==> config.mk <==
export PLATFORM = sky130hd
export DESIGN_NAME = vector_adder
export DESIGN_NICKNAME = d
export VERILOG_FILES = /design/src/rtl/vector_adder.sv
export SDC_FILE = /design/constraint.sdc
export NUM_CORES = 1
export LEC_CHECK = 0
export BUFFER_PORTS_ARGS = -buffer_cell sky130_fd_sc_hd__buf_2
export CAP_MARGIN = 20
export CORE_MARGIN = 2
export CORE_UTILIZATION = 55
export CTS_CLUSTER_DIAMETER = 150
export DETAILED_ROUTE_END_ITERATION = 10
export GPL_TIMING_DRIVEN = 0
export MAX_ROUTING_LAYER = met4
export PLACE_DENSITY_LB_ADDON = 0.3
export REMOVE_ABC_BUFFERS = 1
export SYNTH_ARGS = -nofsm -noshare
export SYNTH_HDL_FRONTEND = slang
export SYNTH_SLANG_ARGS = --single-unit
==> constraint.sdc <==
create_clock -name clock -period 4.49 [get_ports clock]
set_input_delay 0.2245 -clock clock [delete_from_list [all_inputs] [get_ports clock]]
set_output_delay 0.2245 -clock clock [all_outputs]
set_load 0.01 [all_outputs]
==> src/rtl/vector_adder.sv <==
`default_nettype none
// ============================================================================
// Module      : vector_adder
// Description : LANES-wide SIMD add/subtract with per-lane signed overflow
//               flags, a 2-entry result FIFO and a consumed-beat counter.
//               Optional macro VECTOR_ADDER_SATURATE_EN clamps overflowing
//               lanes to the signed limit instead of wrapping.
// Revision    : 1.0 - initial release
// ============================================================================
module vector_adder #(
  parameter int WIDTH = 32,
  parameter int LANES = 4
) (
  input  logic                   clock,
  input  logic                   reset,
  input  logic                   in_valid,
  output logic                   in_ready,
  input  logic [LANES*WIDTH-1:0] in_a,
  input  logic [LANES*WIDTH-1:0] in_b,
  input  logic                   in_sub,
  output logic                   out_valid,
  input  logic                   out_ready,
  output logic [LANES*WIDTH-1:0] out_y,
  output logic [LANES-1:0]       out_ovf,
  output logic [31:0]            beat_count
);

  localparam int VW = LANES * WIDTH;

  localparam logic [1:0] OCC_EMPTY = 2'd0;
  localparam logic [1:0] OCC_ONE   = 2'd1;
  localparam logic [1:0] OCC_FULL  = 2'd2;

  logic [VW-1:0]    w_res_y;
  logic [LANES-1:0] w_res_ovf;

  logic [1:0]       occ_q,    occ_d;
  logic [VW-1:0]    y0_q,     y0_d;
  logic [VW-1:0]    y1_q,     y1_d;
  logic [LANES-1:0] ovf0_q,   ovf0_d;
  logic [LANES-1:0] ovf1_q,   ovf1_d;
  logic [31:0]      beats_q,  beats_d;

  logic w_push;
  logic w_pop;

  // Subtract is A + ~B + 1; overflow is carry-into-MSB xor carry-out.
  for (genvar i = 0; i < LANES; i++) begin : g_lane
    logic [WIDTH-1:0] w_a;
    logic [WIDTH-1:0] w_b_eff;
    logic [WIDTH:0]   w_sum;
    logic             w_ovf;

    assign w_a     = in_a[i*WIDTH +: WIDTH];
    assign w_b_eff = in_sub ? ~in_b[i*WIDTH +: WIDTH] : in_b[i*WIDTH +: WIDTH];
    assign w_sum   = {1'b0, w_a} + {1'b0, w_b_eff} + {{WIDTH{1'b0}}, in_sub};
    assign w_ovf   = w_sum[WIDTH] ^ (w_a[WIDTH-1] ^ w_b_eff[WIDTH-1] ^ w_sum[WIDTH-1]);

`ifdef VECTOR_ADDER_SATURATE_EN
    assign w_res_y[i*WIDTH +: WIDTH] =
      !w_ovf        ? w_sum[WIDTH-1:0] :
      w_a[WIDTH-1]  ? {1'b1, {(WIDTH-1){1'b0}}} :
                      {1'b0, {(WIDTH-1){1'b1}}};
`else
    assign w_res_y[i*WIDTH +: WIDTH] = w_sum[WIDTH-1:0];
`endif
    assign w_res_ovf[i] = w_ovf;
  end

  assign in_ready   = (occ_q != OCC_FULL);
  assign out_valid  = (occ_q != OCC_EMPTY);
  assign out_y      = y0_q;
  assign out_ovf    = ovf0_q;
  assign beat_count = beats_q;

  assign w_push = in_valid && in_ready;
  assign w_pop  = out_valid && out_ready;

  // Entry 0 is always the head; entry 1 only holds data when full.
  always_comb begin
    occ_d   = occ_q;
    y0_d    = y0_q;
    y1_d    = y1_q;
    ovf0_d  = ovf0_q;
    ovf1_d  = ovf1_q;
    beats_d = beats_q;

    if (w_pop) begin
      beats_d = beats_q + 32'd1;
    end

    case (occ_q)
      OCC_EMPTY: begin
        if (w_push) begin
          y0_d   = w_res_y;
          ovf0_d = w_res_ovf;
          occ_d  = OCC_ONE;
        end
      end
      OCC_ONE: begin
        if (w_push && w_pop) begin
          y0_d   = w_res_y;
          ovf0_d = w_res_ovf;
        end else if (w_push) begin
          y1_d   = w_res_y;
          ovf1_d = w_res_ovf;
          occ_d  = OCC_FULL;
        end else if (w_pop) begin
          occ_d  = OCC_EMPTY;
        end
      end
      OCC_FULL: begin
        if (w_pop) begin
          y0_d   = y1_q;
          ovf0_d = ovf1_q;
          occ_d  = OCC_ONE;
        end
      end
      default: begin
        occ_d = OCC_EMPTY;
      end
    endcase
  end

  always_ff @(posedge clock) begin
    if (reset) begin
      occ_q   <= OCC_EMPTY;
      y0_q    <= '0;
      y1_q    <= '0;
      ovf0_q  <= '0;
      ovf1_q  <= '0;
      beats_q <= '0;
    end else begin
      occ_q   <= occ_d;
      y0_q    <= y0_d;
      y1_q    <= y1_d;
      ovf0_q  <= ovf0_d;
      ovf1_q  <= ovf1_d;
      beats_q <= beats_d;
    end
  end

endmodule
`default_nettype wire

# Yosys cells after proc, flatten, opt, wreduce, memory -nomap -nowiden
# Cells that the tools add are included.
# op_classes
add_sub_neg	9
n_eq_ne	8
n_mux	18
n_bitwise	17
reduce_logical	9
# op_table
op	n
two-way mux 128 bit	3
one-hot mux 128 bit (3 select lines)	1
adder 32 x 32 -> 33 bit	4
adder 33 x 1 -> 33 bit	4
two-way mux 32 bit	4
inverter 32 bit	4
adder 32 x 1 -> 32 bit, second input constant	1
two-way mux 4 bit	3
one-hot mux 4 bit (3 select lines)	1
XOR 1 bit	12
two-way mux 2 bit	5
!= test 2 bit, second input constant	5
AND reduction 4 bit	2
one-hot mux 2 bit (3 select lines)	1
logical AND 1 bit	3
!= test 3 bit, second input constant	1
AND reduction 3 bit	1
nonzero test 3 bit	1
equality test 2 x 1 -> 1 bit, second input constant	1
equality test 2 bit, second input constant	1
logical NOT 2 bit	1
nonzero test 2 bit	1
inverter 1 bit	1
# word_totals
ff_bits	298
inputBits	261
out_inout_bits	166
word_cells	67

# Logic depth before layout (Yosys ltp)
# depth
depth_word	8
mapped_depth	16
depth_no_buf	13

# Least setup slack after synthesis
# No wires, ideal clock.
# synth_timing
kind	input-to-reg
startpoint	in in_sub
endpoint	reg ovf0_q[0], in the netlist out_ovf[0]
setup_ns	0.103
arrival_ns	3.540
t_required_ns	4.387
path_slack_ns	0.846
cell_stages	15
n_path_buf	3
cell_sequence	buf_4 -> clkbuf_1 -> clkbuf_1 -> xor2_1 -> ha_1 -> and2_1 -> and4_1 -> a221oi_2 -> a2111oi_2 -> o21a_1 -> o21ai_2 -> o31ai_1 -> o21ai_2 -> xnor2_1 -> a2111oi_2
# synth_between
elab_chain_len	7
word_cells_on_any_way	9
cone_classes	add/sub (2); mux (4); bitwise (3)
# synth_rtl
item	line	rtl
start, declared	20	input logic in_sub,
two-way mux 32 bit	55	assign w_b_eff = in_sub ? ~in_b[i*WIDTH +: WIDTH] : in_b[i*WIDTH +: WIDTH];
adder 32 x 32 -> 33 bit	56	assign w_sum = {1'b0, w_a} + {1'b0, w_b_eff} + {{WIDTH{1'b0}}, in_sub};
adder 33 x 1 -> 33 bit	56	
XOR 1 bit	57	assign w_ovf = w_sum[WIDTH] ^ (w_a[WIDTH-1] ^ w_b_eff[WIDTH-1] ^ w_sum[WIDTH-1]);
XOR 1 bit *	57	
two-way mux 4 bit, on equally long branches	101, 94	
one-hot mux 4 bit (3 select lines) *	92	case (occ_q)
end signal, assigned	137	ovf0_q <= ovf0_d;
end, declared	40	logic [LANES-1:0] ovf0_q, ovf0_d;
# Mark *: on every way between the ends. The rest lies on a longest branch, timed or not. The select of a mux whose other input is x is not followed.
# A chain may end at the register's enable or synchronous reset.

# Worst setup path after layout
# layout_timing
startpoint	in in_sub
endpoint	reg y0_q[124], in the netlist out_y[124]
# layout_between
elab_chain_len	5
word_cells_on_any_way	6
cone_classes	add/sub (2); mux (4)
# layout_rtl
item	line	rtl
two-way mux 32 bit	55	
adder 32 x 32 -> 33 bit	56	
adder 33 x 1 -> 33 bit *	56	
two-way mux 128 bit, on equally long branches	101, 94	
one-hot mux 128 bit (3 select lines) *	92	
end signal, assigned	135	y0_q <= y0_d;
end, declared	38	logic [VW-1:0] y0_q, y0_d;
# Marked as above.

==> summary.md <==
| Metric | Value |
|---|---|
| Run status | complete, no violations |
| Placeable core region | 0.0346 mm^2 |
| Fin area | 0.0230 mm^2 |
| Tightest Pin Transition | 1.01 ns |
| Total wire length | 57600 um |
| Count of different cell masters after synthesis | 79 |
| Post-Synthesis Cells | 2505 |
| Minimum clock period | 4.09 ns |
| Fraction of the yosys area taken by sequential cells | 0.308 |
| Peak supply drop | 0.368 mV |
| Share of the clock period used by the worst path after layout | 0.910 |
| Drt via density | 5.86 |
| Initial DRT Pass Iterations | 5 |
| Clock transition at the registers of the reported paths | 0.06 ns |
| Worst Skew | 0.0102 ns |
| Library cell used as clock root buffer | sky130_fd_sc_hd__clkbuf_16 |
| Proportion of synthesized flip-flops having asynchronous set or reset | 0 |
| Largest net degree at the start of global routing | 143 |
| Cell occurring most often along the worst timing path | sky130_fd_sc_hd__a21oi_1 |
| Post-synth top flop | sky130_fd_sc_hd__dfxtp_1 |
| Via count of the first global-routing pass | 18900 |
| NetSw | 0.00294 W |
| Hold Path Class | in -> reg |
| RSZ-0062 raised after global routing | false |
| Worst flop-to-flop path startpoint | occ_q[1]$_SDFFE_PP0P_ |
| Layout net count | 3212 |
| Starting DRT DRC Count | 1250 |
| Floorplan die width | 192 um |
| Routed via count | 19400 |
| Critical Path Start Type | input port |
| Total GRT Usage | 0.311 |
| Share of post-route cells with drive strength above 1 | 0.186 |
| Max clock buf depth | 3 |
| Initial antenna violation count | 14 |
| Layout filler cell count | 3010 |
| Hold-fix buffers at CTS | 0 |
| Peak Freq | 245 MHz |
| Pleak | 10.4 nW |
| Post-detailed-placement half-perimeter wirelength | 40900 um |
| Number of enable-type register cells in the synthesized netlist | 0 |
| Starting Density | 0.559 |
| CP Class | in -> reg |
| Final hold violation count | 0 |
| FF+latch count, synth | 298 |
| GR met1 Demand/Resource | 0.362 |
| Slowest stage cell, crit path | sky130_fd_sc_hd__o311ai_0 |
| Cell Pwr Density | 378 mW/mm^2 |
| Number of remaining DRC errors | 0 |
| Register-to-register setup slack | 1.75 ns |
| Total design power | 0.00869 W |
| Sequential Area | 0.00597 mm^2 |
| Mean instance size in the synthesized netlist | 7.72 um^2 |
| Total overflow reported by the global router | 0 |
| Max-slew violation count | 0 |
| Setup repair bufs after CTS | 0 |
| Full die area | 0.0367 mm^2 |
| Worst endpoint data arrival time | 4.50 ns |
| Clock tree from TritonCTS | yes |
| Clock Latency Late Sink | 0.52 ns |
| Detail Route Antenna Nets | 0 |
| Area of combinational cells with multiple inputs | 0.0127 mm^2 |
| Most used routing layer in global routing | met2 |
| Design internal power | 0.00576 W |
| # rows | 68 |
| Maximum level of the CTS H-tree | 2 |
| Switching portion of total power | 0.338 |
| Post-CTS resize count | 0 |
| Crit path required time | 4.90 ns |
| Category of cells accounting for the largest share of critical-path delay | compound AO/OA/AOI/OAI gates |
| Setup crit end kind | register |
| Hold Path Stages | 3 |
| Met3 track demand over resource in global routing | 0.0542 |
| Routed length per instance | 17.4 um |
| Clock network fraction of design power | 0.329 |
| Vertical die dimension | 192 um |
| Cell area after technology mapping | 0.0193 mm^2 |
| Worst hold start | in_a[0] |
| Register share of total power | 0.343 |
| Wire length of the first global-routing pass | 91600 um |
| Hold worst-path end | y1_q[0]$_SDFFE_PP0P_ |
| Final setup violating endpoints | 0 |
| Worst Path Buf+Inv | 3 |
| Synthesis warning total | 0 |
| Clock sink total | 298 |
| Crit-path cells | buf_6 > buf_16 > xor2_1 > inv_1 > fa_1 > nor2b_1 > o21ai_1 > a21oi_1 > o21ba_2 > o21ai_0 > o311ai_0 > a21oi_1 > xnor2_1 > nand2_1 > a211oi_1 |
| Top-Level Pins | 427 |
| Layout overhead on the synthesized area | 19.0% |
| Headroom to the max-slew limit | 0.325 |
| GP Congestion | 0.991 |
| Total clock buffers created by CTS | 36 |
| Longest individual stage delay on the worst path | 0.72 ns |
| Met2 Resource Use GR | 0.521 |
| Part of the power in combinational logic | 0.328 |
| Max Fanout on Critical Path | 72 |
| Number of port buffers | 426 |
| Worst hold slack across all endpoints | 0.0524 ns |
| Core occupancy in the finished layout | 0.665 |
| R2r endpoint | out_y[29]$_SDFFE_PP0P_ |
| Post-DP Area | 0.0218 mm^2 |
| Max-cap violations | 0 |
| Number of cells traversed by the worst register-to-register path | 6 |
[power by group through the flow]
stage	sequential [W]	combinational, W	clock (W)
CTS	0.00298	0.00283	0.00291
finish	0.00298	0.00285	0.00286
global route	0.00300	0.00315	0.00302
global placement	0.00303	0.00276	0
floorplan	0.00309	0.00189	0
detailed placement	0.00303	0.00280	0
[area by class of cell]
type / instances / area share
Antenna cell: 14 / 0.00152
Clock buffer: 48 / 0.0438
Clock inverter: 11 / 0.00565
Inverter: 28 / 0.00478
Multi-Input combinational cell: 2017 / 0.552
Sequential cell: 298 / 0.259
Tap cell: 455 / 0.0247
Timing Repair Buffer: 441 / 0.108
[layout by cell type (no fill, tap or decap), drive strengths merged, types with 22 or more instances in the layout]
master,instances
and3,22
a21oi,254
xor2,195
nand3,39
xnor2,71
o21ai,86
a311oi,67
inv,28
clkbuf,48
nor3,38
nand2,486
buf,441
nor2,219
a211oi,57
a31oi,22
a21o,99
dfxtp,298
ha,125
[metal layers]
metal,up-vias,share of wire
met5,-,0
met4,0,0.044
met3,161,0.070
met2,743,0.48
met1,9035,0.41
li1,9480,-
[cell families (layout without fill, tap and decap cells)]
kind of cell / after synthesis / in the layout / synth area share
DFF: 298 / 298 / 0.308
AOI/OAI and AO/OA: 708 / 708 / 0.244
muxes: 8 / 8 / 0.00414
and+or+nand+nor: 906 / 906 / 0.201
xor gates and xnor gates: 266 / 266 / 0.120
buffers and inverters: 190 / 528 / 0.0371
other: 0 / 14 / 0
adders and majority gates: 129 / 129 / 0.0850
[worst reg2reg max path, cell delays in order (launching register included)]
cell and delay [ns]:
sky130_fd_sc_hd__dfxtp_1 0.35, sky130_fd_sc_hd__nand2b_1 0.26, sky130_fd_sc_hd__nor2_2 0.57, sky130_fd_sc_hd__a21o_4 0.59, sky130_fd_sc_hd__buf_16 0.36, sky130_fd_sc_hd__o21ai_0 0.17
sky130_fd_sc_hd__a221oi_1 0.33
[registers in the layout, summed over array words and instances (netlist names)]
register    flops
beat_count     32
occ_q           2
out_ovf         4
out_y         128
ovf1_q          4
y1_q          128
[through the flow]
| stage | setup slack [ns] | instances | TNS (ns) |
|---|---|---|---|
| 5_1_grt | 0.127 | 3312 | 0 |
| 3_5_place_dp | -0.00891 | 3239 | -0.00891 |
| 3_3_place_gp | -12.94 | 3224 | -2110.62 |
| 2_1_floorplan | -3.61 | 2343 | -517.47 |
| 4_1_cts | 0.480 | 3298 | 0 |
| 6_report | 0.402 | 3312 | 0 |
[cell usage after synthesis (9+ instances only)]
library cell,instances,share of area
sky130_fd_sc_hd__inv_1,28,0.0054
sky130_fd_sc_hd__a221oi_1,11,0.0050
sky130_fd_sc_hd__o211ai_1,14,0.0054
sky130_fd_sc_hd__a31oi_1,21,0.0068
sky130_fd_sc_hd__nand3_1,39,0.010
sky130_fd_sc_hd__clkbuf_1,146,0.028
sky130_fd_sc_hd__nand2_1,486,0.094
sky130_fd_sc_hd__a311oi_1,67,0.030
sky130_fd_sc_hd__o21bai_1,17,0.0066
sky130_fd_sc_hd__a21oi_1,252,0.065
sky130_fd_sc_hd__o21a_1,17,0.0066
sky130_fd_sc_hd__buf_1,14,0.0027
sky130_fd_sc_hd__and3_1,21,0.0068
sky130_fd_sc_hd__ha_1,125,0.081
sky130_fd_sc_hd__nor3_1,37,0.0096
sky130_fd_sc_hd__a211oi_1,57,0.022
sky130_fd_sc_hd__nor2_1,219,0.042
sky130_fd_sc_hd__xor2_1,195,0.088
sky130_fd_sc_hd__nor2b_1,16,0.0052
sky130_fd_sc_hd__and2_1,16,0.0052
sky130_fd_sc_hd__and4_1,11,0.0050
sky130_fd_sc_hd__o21ai_0,77,0.020
sky130_fd_sc_hd__nand4_1,18,0.0058
sky130_fd_sc_hd__xnor2_1,71,0.032
sky130_fd_sc_hd__nor4_1,9,0.0029
sky130_fd_sc_hd__dfxtp_1,298,0.31
sky130_fd_sc_hd__a21o_1,99,0.038
sky130_fd_sc_hd__or3_1,12,0.0039
[how the worst max path moves through the flow]
stage | from | end | slack (ns) | depth (start not counted)
after global placement | occ_q[1]$_SDFFE_PP0P_ | out_y[122]$_SDFFE_PP0P_ | -12.94 | 5
after global routing | in_sub | out_y[124]$_SDFFE_PP0P_ | 0.13 | 15
after floorplan | occ_q[1]$_SDFFE_PP0P_ | out_y[25]$_SDFFE_PP0P_ | -3.61 | 5
final | in_sub | out_y[124]$_SDFFE_PP0P_ | 0.40 | 15
after CTS | in_sub | out_y[124]$_SDFFE_PP0P_ | 0.48 | 14
after detailed placement | in_sub | y1_q[30]$_SDFFE_PP0P_ | -0.009 | 15
No activity file was read; power rests on OpenSTA's default activity.
